File: config.mk
export PLATFORM = sky130hd
export DESIGN_NAME = clk_div_ctrl
export DESIGN_NICKNAME = d
export VERILOG_FILES = /design/src/rtl/clk_div_ctrl.sv
export SDC_FILE = /design/constraint.sdc
export NUM_CORES = 1
export LEC_CHECK = 0
export ABC_AREA = 1
export CAP_MARGIN = 20
export CELL_PAD_IN_SITES_DETAIL_PLACEMENT = 1
export CELL_PAD_IN_SITES_GLOBAL_PLACEMENT = 2
export CORE_UTILIZATION = 30
export CTS_CLUSTER_DIAMETER = 100
export DETAILED_ROUTE_END_ITERATION = 10
export PLACE_DENSITY = 0.76
export SLEW_MARGIN = 20
export SYNTH_ARGS = -nofsm -noshare
export SYNTH_HDL_FRONTEND = slang
export SYNTH_SLANG_ARGS = --single-unit
export TNS_END_PERCENT = 1
File: constraint.sdc
create_clock -name clk_in -period 5.2 [get_ports clk_in]
set_input_delay 1.04 -clock clk_in [delete_from_list [all_inputs] [get_ports clk_in]]
set_output_delay 1.04 -clock clk_in [all_outputs]
set_load 0.01 [all_outputs]
File: src/rtl/clk_div_ctrl.sv
// Runtime-programmable clock divider: produces a divided level and a per-period tick,
// with the ratio changed through a valid/ready handshake and applied only at a period boundary.
module clk_div_ctrl #(
    parameter int W           = 8,
    parameter int DEFAULT_DIV = 3
) (
    input  logic         clk_in,
    input  logic         rst,
    input  logic         en,
    input  logic         cfg_valid,
    input  logic [W-1:0] cfg_div,
    output logic         cfg_ready,
    output logic         cfg_err,
    output logic         div_out,
    output logic         tick,
    output logic [W-1:0] cur_div
);

    typedef enum logic [1:0] {
        IDLE = 2'd0,
        RUN  = 2'd1,
        PEND = 2'd2
    } state_t;

    state_t         state_q, state_d;
    logic [W-1:0]   cnt_q, cnt_d;
    logic [W-1:0]   cur_div_q, cur_div_d;
    logic [W-1:0]   pend_div_q, pend_div_d;
    logic           div_out_q, div_out_d;
    logic           tick_q, tick_d;
    logic           err_q, err_d;

    logic           offer;
    logic           take;
    logic           wrap;
    logic [W-1:0]   cnt_nxt;
    logic [W-1:0]   neff;

    assign cfg_ready = (state_q != PEND);
    assign offer     = cfg_valid && cfg_ready;
    assign take      = offer && (cfg_div != '0);
    assign wrap      = (cnt_q == (cur_div_q - W'(1)));

    always_comb begin
        state_d    = state_q;
        cnt_d      = cnt_q;
        cur_div_d  = cur_div_q;
        pend_div_d = pend_div_q;
        div_out_d  = div_out_q;
        tick_d     = tick_q;
        err_d      = offer && (cfg_div == '0);
        cnt_nxt    = wrap ? '0 : (cnt_q + W'(1));
        neff       = cur_div_q;

        case (state_q)
            IDLE: begin
                if (take) begin
                    cur_div_d = cfg_div;
                end
                cnt_d = '0;
                if (en) begin
                    // First edge of a run starts a fresh period with whatever ratio is now in effect
                    state_d   = RUN;
                    tick_d    = 1'b1;
                    div_out_d = ((take ? cfg_div : cur_div_q) == W'(1));
                end else begin
                    tick_d    = 1'b0;
                    div_out_d = 1'b0;
                end
            end
            default: begin
                if (!en) begin
                    // Stopping promotes any accepted ratio so it is never lost
                    state_d   = IDLE;
                    cnt_d     = '0;
                    div_out_d = 1'b0;
                    tick_d    = 1'b0;
                    if (state_q == PEND) begin
                        cur_div_d = pend_div_q;
                    end else if (take) begin
                        cur_div_d = cfg_div;
                    end
                end else begin
                    if ((state_q == PEND) && wrap) begin
                        cur_div_d = pend_div_q;
                        neff      = pend_div_q;
                        state_d   = RUN;
                    end
                    if ((state_q == RUN) && take) begin
                        pend_div_d = cfg_div;
                        state_d    = PEND;
                    end
                    cnt_d     = cnt_nxt;
                    tick_d    = (cnt_nxt == '0);
                    div_out_d = (neff == W'(1)) || (cnt_nxt >= (neff - (neff >> 1)));
                end
            end
        endcase
    end

    always_ff @(posedge clk_in or posedge rst) begin
        if (rst) begin
            state_q    <= IDLE;
            cnt_q      <= '0;
            cur_div_q  <= W'(DEFAULT_DIV);
            pend_div_q <= W'(DEFAULT_DIV);
            div_out_q  <= 1'b0;
            tick_q     <= 1'b0;
            err_q      <= 1'b0;
        end else begin
            state_q    <= state_d;
            cnt_q      <= cnt_d;
            cur_div_q  <= cur_div_d;
            pend_div_q <= pend_div_d;
            div_out_q  <= div_out_d;
            tick_q     <= tick_d;
            err_q      <= err_d;
        end
    end

    assign cfg_err = err_q;
    assign div_out = div_out_q;
    assign tick    = tick_q;
    assign cur_div = cur_div_q;

endmodule

# == Yosys cells after proc, flatten, opt, wreduce, memory -nomap -nowiden ==
# Cells that the tools add are included.
# totals
regBits,29
latch_bits,0
mem_bits_rw,0
mem_bits_ro,0
inputBits,12
wordCells,53
n_memories,0
# op_classes
n_addsub,3
n_mul,0
div,0
n_lt_le_gt_ge,1
n_eq_ne,8
shift,0
n_mux,21
bitwise,1
n_reduce_logical,12
# op_table
operator,n
8-bit two-way mux,10
8-bit by 1-bit == test with 1-bit output (second input constant),2
8-bit logical NOT,2
2-bit two-way mux,5
8-bit by 1-bit adder with 8-bit output (second input constant),1
8-bit == test,1
8-bit >= comparator,1
8-bit nonzero test,1
8-bit by 1-bit subtractor with 8-bit output (second input constant),1
8-bit by 7-bit subtractor with 8-bit output,1
1-bit two-way mux,6
1-bit logical AND,5
2-bit != test (second input constant),2
4-bit by 1-bit != test with 1-bit output (second input constant),1
3-bit AND reduction,1
2-bit by 1-bit == test with 1-bit output (second input constant),1
2-bit == test (second input constant),1
2-bit logical NOT,1
2-bit AND reduction,1
1-bit logical OR,1
1-bit NOT,1

# == Longest topological paths before layout ==
# depth
ltp_word,11
mapped_depth,27
ltp_nobuf,27

# == Worst setup path before layout ==
# Ideal clock, no wire load.
# synth_timing
path_type,register to register
startpoint,reg cur_div_q[1] (netlist: cur_div[1])
endpoint,reg div_out_q (netlist: div_out)
setup_ns,0.123
t_arrival_ns,3.718
required_ns,5.077
slack_ns,1.359
path_stages_with_launch,25
n_path_buf,0
synth_period_minus_slack_ns,3.841
cell_sequence,dfstp_2 -> inv_1 -> ha_1 -> inv_1 -> nand2_1 -> nand2_1 -> nor2_1 -> nand2_1 -> nor2_1 -> nand2_1 -> nor2_4 -> nand3_4 -> o21ai_0 -> inv_1 -> ha_1 -> fa_1 -> ha_1 -> a21boi_0 -> o21a_1 -> o21a_1 -> o21a_1 -> o21ai_0 -> nand2_1 -> a31oi_1 -> a21oi_1
# synth_via
elab_chain_len,11
elab_cells_between_ends,16
classes_between,2 x add/sub; 1 x order compare; 3 x eq/ne; 8 x mux; 2 x reduce/logical
# synth_lines
item,line_no,source
"start, declared",27,"logic [W-1:0] cur_div_q, cur_div_d;"
"start signal, assigned",105,cur_div_q <= W'(DEFAULT_DIV);
"start signal, assigned",113,cur_div_q <= cur_div_d;
8-bit by 1-bit subtractor with 8-bit output,42,assign wrap = (cnt_q == (cur_div_q - W'(1)));
8-bit == test,42,
1-bit logical AND,84,if ((state_q == PEND) && wrap) begin
8-bit two-way mux,-,
8-bit two-way mux,72,if (!en) begin
8-bit two-way mux,55,case (state_q)
8-bit by 7-bit subtractor with 8-bit output,95,div_out_d = (neff == W'(1)) || (cnt_nxt >= (neff - (neff >> 1)));
8-bit >= comparator,95,
1-bit logical OR,95,
1-bit two-way mux,72,
1-bit two-way mux (*),55,
via div_out_d,29,"logic div_out_q, div_out_d;"
"end signal, assigned",115,div_out_q <= div_out_d;
"end, declared",29,
# Mark *: on every way through the listed nets, which the timed path passes. The rest lies on a longest branch. The select of a mux whose other input is x is not followed.
# A chain may end at the register's enable or synchronous reset.

# == Worst setup path after layout ==
# Same ends and word-level chain as after synthesis.

==> results.md <==
- Ys Warns: 0
- Die Area: 9150 um^2
- Final setup margin: 0.992 ns
- FP Rows: 33
- Worst slew pin tran: 0.761 ns
- Top cell type's share of synthesized area: 23.8%
- Final cell count without fillers: 510
- CTS Buf Count: 5
- CTS root buf: clkbuf_8
- DR vias/cell: 4.85
- Worst Path Arrival: 4.38 ns
- Final WL: 8.21 mm
- Most frequent cell after synthesis: nand2_1
- Reg-to-Reg Start: cur_div[1]
- Initial Util: 31.5%
- RSZ-0062 raised after global routing: no
- Routed Antenna Nets: 0
- DRC Markers: 0
- Post-Syn Area: 2630 um^2
- Worst min path class: flip-flop to flip-flop
- Mapped Cells: 379
- DRT iter0 DRCs: 52
- First-pass GRT wire length: 13.6 mm
- Area growth syn-to-layout: 16.9%
- Crit path required time: 5.37 ns
- Syn_area_per_cell: 6.94 um^2
- GRT Resource Usage Total: 20.0%
- Hold_buf cts: 0
- Max H-tree Level: 2
- Final Max Tran Viols: 0
- Cell accounting for the most synthesized area: dfrtp_1
- Final net count: 432
- Max Root-Sink Buffers: 2
- Detailed Routing Iterations Pass 1: 4
- Dpl ws: 1.01 ns
- Leakage: 0.00149 uW
- Initial antenna violation count: 0
- Cell variety after synth: 40
- Clock sinks: 29
- Post-synth EDFFs: 0
- Share of post-route cells with drive strength above 1: 17.5%
- Critical path type: flip-flop to flip-flop
- Hpwl dp: 6.85 mm
- Total of max-cap violations: 0
- Pwr Density: 383 nW/um^2
- Multi-input gate area: 1630 um^2
- Cts repair resizes: 0
- Setup bufs post-CTS: 0
- CORE AREA: 8340 um^2
- Worst setup SP type: flip-flop
- FMAX: 0.238 GHz
- Worst vdd ir: 142 uV
- Net Count, Synth: 407
- Pin count of the biggest net entering global routing: 30
- Clock Pin Slew Worst Setup and Hold Paths: 0.07 ns
- Crit end category: flip-flop
- Fin area: 3070 um^2
- R2R Setup Slk: 0.99 ns
- Vias in the first global route: 2648
- Setup-failing EPs final: 0
- Placed cell areas: 2970 um^2
- CP startpoint: cur_div[1]
- Die Height: 95.6 um
- Hold Startpoint: pend_div_q[0]
- Dominant cells by area after synthesis: dfrtp_1 24%, nand2_1 13%, ha_1 7.1%, inv_1 7.0%, o21ai_0 6.3%
- Status: finished clean
- Fraction of registers with async set/reset: 100%
- Final Hold Viols: 0
- Total number of vias: 2471
- Final period utilization: 80.9%
- Primary FF master, synth: dfrtp_1
- Inst Count DP: 502
- Area occupied by registers: 731 um^2
- Synth top cells by count: 91 x nand2_1, 49 x inv_1, 34 x nor2_1
- Die Wd: 95.6 um
- Worst slew margin: 49.2%
- Fillers: 1055
- GRT overflow: 0
- CTS tree: built
- Worst-path maximum fanout: 9
- Clk_skew: 0.00651 ns
- Post-layout minimum cycle time: 4.21 ns
- Drt wl/cell: 16.1 um
- Clock Latency Late Sink: 0.28 ns
- ANT cells: 0
- Port Buffer Count: 23
- #FFs+latches synth: 29
- Setup TNS: 0 ns
- Seq/Total Area, Yosys: 27.8%
- Boundary Pins: 24
- Gp weighted congestion: 0.845
==> area by class of cell <==
| type | count | area share, % |
|---|---|---|
| Clock buffer | 7 | 3.13 |
| Inverter | 64 | 7.90 |
| Tap cell | 105 | 4.27 |
| Sequential cell | 29 | 23.8 |
| Multi-Input combinational cell | 280 | 53.0 |
| Timing Repair Buffer | 24 | 7.73 |
| Clock inverter | 1 | 0.163 |
==> flip-flops by register name, indices dropped and copies added (netlist names) <==
register    cells
state_q         2
cfg_err         1
tick            1
div_out         1
pend_div_q      8
cnt_q           8
cur_div         8
==> cell usage in the layout (no fill, tap or decap), types with 3 or more instances in the layout <==
cell type        synthesis  routed
nand2_1                 91      91
inv_1                   49      49
nor2_1                  34      34
o21ai_0                 33      33
dfrtp_1                 25      25
clkdlybuf4s50_1          0      23
nand2_2                 18      18
nand3_1                 18      18
ha_1                    15      15
inv_2                   12      12
nor3_1                   8       8
nand4_1                  7       7
clkbuf_8                 0       7
nor2_4                   6       6
xor2_1                   6       6
mux2_2                   6       6
nand2_4                  4       4
o21ai_1                  4       4
dfstp_2                  4       4
nor2_2                   3       3
nor4_1                   3       3
nand4_2                  3       3
a21oi_1                  3       3
o21a_1                   3       3
==> report_power, final <==
group	internal (uW)	switching [uW]	total (uW)
clock	120	94.9	215
combinational	245	391	636
sequential	272	55.9	328
total	636	542	1180
==> metal layers <==
metal	global-route usage, %	up-vias	wire (um)
li1	-	1254	-
met1	26.8	1179	4020
met2	34.0	28	3910
met3	2.23	10	147
met4	5.22	0	134
met5	0	-	0
==> critical path, stage by stage, from the launching register on <==
cell,delay [ns]
dfstp_2,0.56
inv_1,0.10
ha_1,0.31
inv_1,0.05
nand2_1,0.06
nand2_1,0.05
nor2_1,0.12
nand2_1,0.07
nor2_1,0.10
nand2_1,0.08
nor2_4,0.12
nand3_4,0.15
inv_1,0.18
o21ai_0,0.11
ha_1,0.24
fa_1,0.44
ha_1,0.28
a21boi_0,0.14
o21a_1,0.19
o21a_1,0.16
o21a_1,0.16
o21ai_0,0.14
nand2_1,0.07
a31oi_1,0.13
a21oi_1,0.09
==> logic make-up (layout without fill, tap and decap cells) <==
group / Yosys count / count (layout) / synth area share [%]
xor+xnor: 8 / 8 / 2.95
fa+ha+maj: 16 / 16 / 7.90
buf+inv: 70 / 96 / 10.2
simple gates: 199 / 199 / 37.4
flops: 29 / 29 / 27.8
mux: 6 / 6 / 2.57
compound gates: 51 / 51 / 11.1
==> metrics by stage <==
stage / total power [uW] / hold WS (ns) / utilization (%)
detailed placement: 972 / 0.495 / 35.6
global route: 1280 / 0.547 / 36.9
floorplan: 777 / 0.470 / -
global placement: 956 / 0.486 / 35.6
finish: 1180 / 0.502 / 36.9
CTS: 1200 / 0.506 / 36.9
==> worst paths after layout <==
| kind | depth (start not counted) | to |
|---|---|---|
| min in group asynchronous | 3 | pend_div_q[2] |
| max | 24 | div_out |
| min reg2reg | 2 | pend_div_q[0] |
| max reg2reg | 24 | div_out |
| max in group asynchronous | 3 | cur_div[1] |
| min | 2 | pend_div_q[0] |
Note: power is estimated with default switching activity, not from simulation.
==> RTL change 1 (config.mk and constraints unchanged) <==
The parameter `W` goes from 8 to 10.
--- a/src/rtl/clk_div_ctrl.sv
+++ b/src/rtl/clk_div_ctrl.sv
@@ -3,3 +3,3 @@
 module clk_div_ctrl #(
-    parameter int W           = 8,
+    parameter int W           = 10,
     parameter int DEFAULT_DIV = 3
Ports: changed (resized cfg_div and cur_div); port bits go from 24 to 28. No check against the original RTL was run, so the function may have changed too.
==> RTL change 1 against the unedited design <==
Design area is 18% higher. Routed wire length rose by 20%. Synthesized area up 17%. Setup slack worse by 0.24 ns. Count of clock-buffer cells in the layout is 2 lower. Final cell count is 22% higher. Sequential cell count is 6 higher. Sequential share of layout area grew 0.46 points. Largest cell class unchanged.
Power is not compared: it rests on default switching activity, and its combinational part moved more than twofold at a synthesized area within 25%.
==> RTL change 1: results (changes against the unedited design) <==
----------------------------------------------------
[Setup path]
  Largest stage delay on the critical path ... 0.57 ns
  Slowest-stage cell, CP ... sky130_fd_sc_hd__dfstp_2
  Highest fanout seen on the critical path ... 16 (+7)
  Endpoint of the worst register-to-register path ... div_out
  Classification of the worst setup path ... register to register
  Reg2Reg Launch Point ... cur_div[0]
  Worst Path Arrival ... 4.65 ns (+0.27 ns)
  Worst R2R Setup Slack ... 0.75 ns (-0.24 ns)
  Reg2Reg Depth ... 30 (+25%)

[Cells and area]
  Layout overhead on the synthesized area ... 17.94%
  Total of fill cells in the finished design ... 1279 (+21%)
  Count of inserted antenna diode cells ... 0 (unchanged)
  Non-filler instance count after layout ... 620 (+22%)
  Layout cells sized above 1 ... 0.1129 (-0.06237)
  Number of nets at the end of the flow ... 520 (+20%)

[Drt]
  Drt wl/cell ... 15.89 um (-1.3%)
  Vias per inst ... 4.765 (-1.7%)
  Detailed router's first-iteration violation count ... 76 (+46%)

[Clock network]
  Count of buffers added by post-CTS timing repair for setup ... 0 (unchanged)
  CTS max path bufs ... 2 (unchanged)
  CTS H-tree lvls ... 2 (unchanged)
  Clock edge transition at the registers on the reported setup and hold paths ... 0.09 ns (+0.02 ns)
  Clock network latency to the later pin of the worst-skew pair ... 0.30 ns (+0.02 ns)
  Gates resized, CTS repair ... 0 (unchanged)
  Root buffer cell ... sky130_fd_sc_hd__clkbuf_8

[STA]
  Time the final worst path needs with I/O delays and setup ... 4.452 ns (+0.2437 ns)
  Least-Margin Pin Slew ... 0.7691 ns (+0.007839 ns)
  Post-Route Skew ... 0.01303 ns (+0.006517 ns)

[Run status]
  Result of the run ... finished clean

[Logic synthesis]
  Number of distinct library cells after synthesis ... 41 (+2.5%)
  Synth top area cells ... sky130_fd_sc_hd__dfrtp_1 25%, sky130_fd_sc_hd__nand2_1 16%, sky130_fd_sc_hd__inv_1 8.5%
  Prevailing post-synth register cell ... sky130_fd_sc_hd__dfrtp_1
  Synth cell count leaders ... 131 x sky130_fd_sc_hd__nand2_1, 70 x sky130_fd_sc_hd__inv_1, 40 x sky130_fd_sc_hd__o21ai_0
  Post-Synthesis Net Count ... 491 (+21%)
  Proportion of synthesized chip area in sequential cells ... 0.2857 (+0.007884)
  Fraction of registers with async set or reset after synthesis ... 1.000 (unchanged)
  Share of the synthesized area in the top cell type ... 0.2516 (+0.01375)
  Average footprint of a synthesized cell ... 6.746 um^2 (-2.8%)
  Synth warn ... 0 (unchanged)

[Placed design]
  Instance count after placement with tap cells included ... 612 (+22%)
  Number of port buffers ... 27 (+17%)
  DP Wirelength ... 8061 um (+18%)
  Weighted congestion at the end of routability-driven global placement ... 0.8287 (-2.0%)
  Pre-CTS setup slack ... 0.7299 ns (-0.2810 ns)

[Min path]
  Path type of the worst min-delay path ... register to register

[Global routing]
  Global-route wire length before repair ... 16310 um (+20%)
  Total global routing track utilization ... 0.2066 (+0.006254)
  Maximum number of pins on one net before global-route repair ... 36 (+20%)
  Via count of the first global-routing pass ... 3207 (+21%)

[Power]
  Static leakage power ... 1.876 nW
  Maximum VDD drop ... 0.0002165 V

----------------------------------------------------
## RTL change 1: cell count changes after synthesis, sizes merged, moves of 3 or more
cell / before / now
dfrtp: 25 / 31
nand2: 113 / 141
o21ai: 38 / 50
xor2: 6 / 9
nand3: 20 / 23
a21oi: 3 / 9
buf: 1 / 5
xnor2: 2 / 5
inv: 62 / 78
ha: 15 / 19
## RTL change 1: report_power, final
| group | total [mW] | switching, mW | internal (mW) |
|---|---|---|---|
| Clock | 0.308 | 0.117 | 0.191 |
| Combinational | 1.39 | 0.847 | 0.539 |
| Sequential | 0.497 | 0.123 | 0.374 |
| Total | 2.19 | 1.09 | 1.10 |
## RTL change 1: critical path, delay by kind of cell (launching register included)
family,cells,cell delay (ns)
and+or+nand+nor,15,1.29
adders and majority gates,4,1.20
AOI/OAI and AO/OA,7,0.85
DFF,1,0.57
buffers and inverters,4,0.43
## RTL change 1: worst min path at each step
| stage | end | cells past startpoint | start | slack, ns |
|---|---|---|---|---|
| 2_1_floorplan | pend_div_q[8] | 2 | pend_div_q[8] | 0.45 |
| 3_3_place_gp | pend_div_q[8] | 2 | pend_div_q[8] | 0.47 |
| 3_5_place_dp | pend_div_q[8] | 2 | pend_div_q[8] | 0.48 |
| 4_1_cts | pend_div_q[8] | 2 | pend_div_q[8] | 0.50 |
| 5_1_grt | pend_div_q[8] | 2 | pend_div_q[8] | 0.52 |
| 6_report | pend_div_q[8] | 2 | pend_div_q[8] | 0.50 |
## RTL change 1: final cells by class
cell class                      count  area (um^2)  share of cell area
Multi-Input combinational cell    334         1859              0.5114
Tap cell                          133        166.4             0.04577
Clock buffer                        5        68.82             0.01893
Timing Repair Buffer               30        292.8             0.08052
Clock inverter                      3        67.56             0.01858
Inverter                           80        300.3             0.08259
Sequential cell                    35        880.8              0.2423
## RTL change 1: per-layer routing
metal  part of all wire  global-route usage
met1               0.47              0.2567
met2               0.50              0.3775
met3              0.018             0.02487
met4              0.011             0.05200
met5                  0                   0
## RTL change 1: through the flow
step	util	cell area, um^2	hold slack, ns
after global placement	0.3548	3500	0.4728
after detailed placement	0.3548	3500	0.4822
after floorplan	-	3083	0.4530
final	0.3686	3636	0.5005
after CTS	0.3686	3636	0.5040
after global routing	0.3686	3636	0.5247
## RTL change 1: logic make-up (layout without fill, tap and decap cells)
| group | count (synthesis) | count (layout) | share of synthesized area |
|---|---|---|---|
| adders and majority gates | 20 | 20 | 0.08360 |
| DFF | 35 | 35 | 0.2857 |
| xor gates and xnor gates | 14 | 14 | 0.03977 |
| and+or+nand+nor | 227 | 227 | 0.3332 |
| buffers and inverters | 88 | 118 | 0.1112 |
| AOI/OAI and AO/OA | 68 | 68 | 0.1282 |
| muxes | 5 | 5 | 0.01826 |
==> RTL change 2 (config.mk and constraints unchanged) <==
Without the edit above. Reset style: synchronous (`rst`), changed in one clocked block.
--- a/src/rtl/clk_div_ctrl.sv
+++ b/src/rtl/clk_div_ctrl.sv
@@ -100,3 +100,3 @@
 
-    always_ff @(posedge clk_in or posedge rst) begin
+    always_ff @(posedge clk_in) begin
         if (rst) begin
Formal check against the unedited RTL: differs if rst is asserted again (counterexample within 4 cycles, from zero or initial values and one cycle with rst high); with rst held inactive, the same outputs for 10 cycles.
==> RTL change 2 against the unedited design <==
Sequential cell count stayed put. Design area is 8.7% lower. Setup slack gained 0.14 ns. Synthesized area shrank 8.6%. Routed wire length is 7.2% lower. Via count down 0.69%. Critical path depth stayed put. Largest cell class unchanged.
Power is not compared: it rests on default switching activity, and its combinational part moved more than twofold at a synthesized area within 25%.
==> RTL change 2: results (changes against the unedited design) <==
----------------------------------------------------
[Placed design]
  Instance count after placement with tap cells included ... 504 (+0.40%)
  Pre-CTS setup slack ... 1.120 ns (+0.1089 ns)
  Weighted congestion at the end of routability-driven global placement ... 0.7712 (-8.8%)
  Post-place instance area ... 2720 um^2 (-8.5%)
  DP Wirelength ... 6260 um (-8.6%)

[Global routing]
  Maximum number of pins on one net before global-route repair ... 18 (-40%)
  Global-route wire length before repair ... 12910 um (-5.4%)
  Via count of the first global-routing pass ... 2526 (-4.6%)
  Total global routing track utilization ... 0.2010 (+0.0007219)

[Setup path]
  Worst Path Arrival ... 4.26 ns (-0.12 ns)
  Slowest-stage cell, CP ... sky130_fd_sc_hd__dfxtp_1
  Highest fanout seen on the critical path ... 16 (+7)
  Startpoint of the worst setup timing path ... cur_div[0]

[Logic synthesis]
  Synth top area cells ... sky130_fd_sc_hd__dfxtp_1 24%, sky130_fd_sc_hd__nand2_1 15%, sky130_fd_sc_hd__ha_1 7.8%
  Post-Synthesis Net Count ... 413 (+1.5%)
  Fraction of registers with async set or reset after synthesis ... 0 (-1.000)
  Average footprint of a synthesized cell ... 6.246 um^2 (-10%)
  Number of distinct library cells after synthesis ... 35 (-13%)

[STA]
  Final worst setup slack ... 1.129 ns (+0.1378 ns)
  Post-Route Skew ... 0.005653 ns (-0.0008588 ns)
  Least-Margin Pin Slew ... 0.5248 ns (-0.2365 ns)
  Final Hold Slack ... 0.5052 ns (+0.003144 ns)

[Cells and area]
  Non-filler instance count after layout ... 511 (+0.20%)
  Number of nets at the end of the flow ... 437 (+1.2%)
  Layout cells sized above 1 ... 0.1051 (-0.07017)
  Total of fill cells in the finished design ... 1030 (-2.4%)

[Clock network]
  Clock edge transition at the registers on the reported setup and hold paths ... 0.07 ns (about the same)

[Run status]
  Result of the run ... finished clean

[Drt]
  Post-detailed-routing wire length ... 7622 um (-7.2%)
  Vias per inst ... 4.802 (-0.88%)
  Detailed router's first-iteration violation count ... 92 (+77%)

[Min path]
  Startpoint of the most critical hold path ... pend_div_q[2]

----------------------------------------------------
RTL change 2: changes by cell type in the layout (fill, tap and decap cells not counted), sizes merged, moves of 8 or more:
cell	change
o21ai	-11
a21oi	+13
nor2	+14
dfrtp	-25
inv	-8
dfxtp	+29
RTL change 2: worst paths after layout:
kind	to	cells after the start
worst max register to register	div_out	24
worst min-delay path	pend_div_q[2]	2
worst min register to register	pend_div_q[2]	2
worst max-delay path	div_out	24
RTL change 2: layout make-up:
| type | count | area [um^2] | share of cell area |
|---|---|---|---|
| clock buffers | 7 | 86.33 | 0.03076 |
| inverters | 55 | 206.4 | 0.07356 |
| multi-input cells | 294 | 1568 | 0.5586 |
| flip-flops and latches | 29 | 580.6 | 0.2069 |
| well taps | 102 | 127.6 | 0.04547 |
| repair buffers | 24 | 237.7 | 0.08471 |
RTL change 2: power groups by stage:
stage,registers (mW),clock network (mW),logic [mW]
floorplan,0.250,0,0.175
global placement,0.252,0,0.243
detailed placement,0.252,0,0.246
CTS,0.247,0.205,0.247
global route,0.248,0.216,0.282
finish,0.247,0.196,0.244
RTL change 2: cell families after synthesis:
group | share of synthesized area
buffers and inverters | 0.1067
adders and majority gates | 0.08637
DFF | 0.2414
and+or+nand+nor | 0.4084
xor gates and xnor gates | 0.03278
AOI/OAI and AO/OA | 0.1243
RTL change 2: metal layers:
layer,track usage,vias to the layer above,share of wire
met5,0,-,0
met4,0.03968,0,0.0087
met3,0.04188,6,0.025
met2,0.3415,29,0.47
met1,0.2617,1130,0.49
li1,-,1289,-
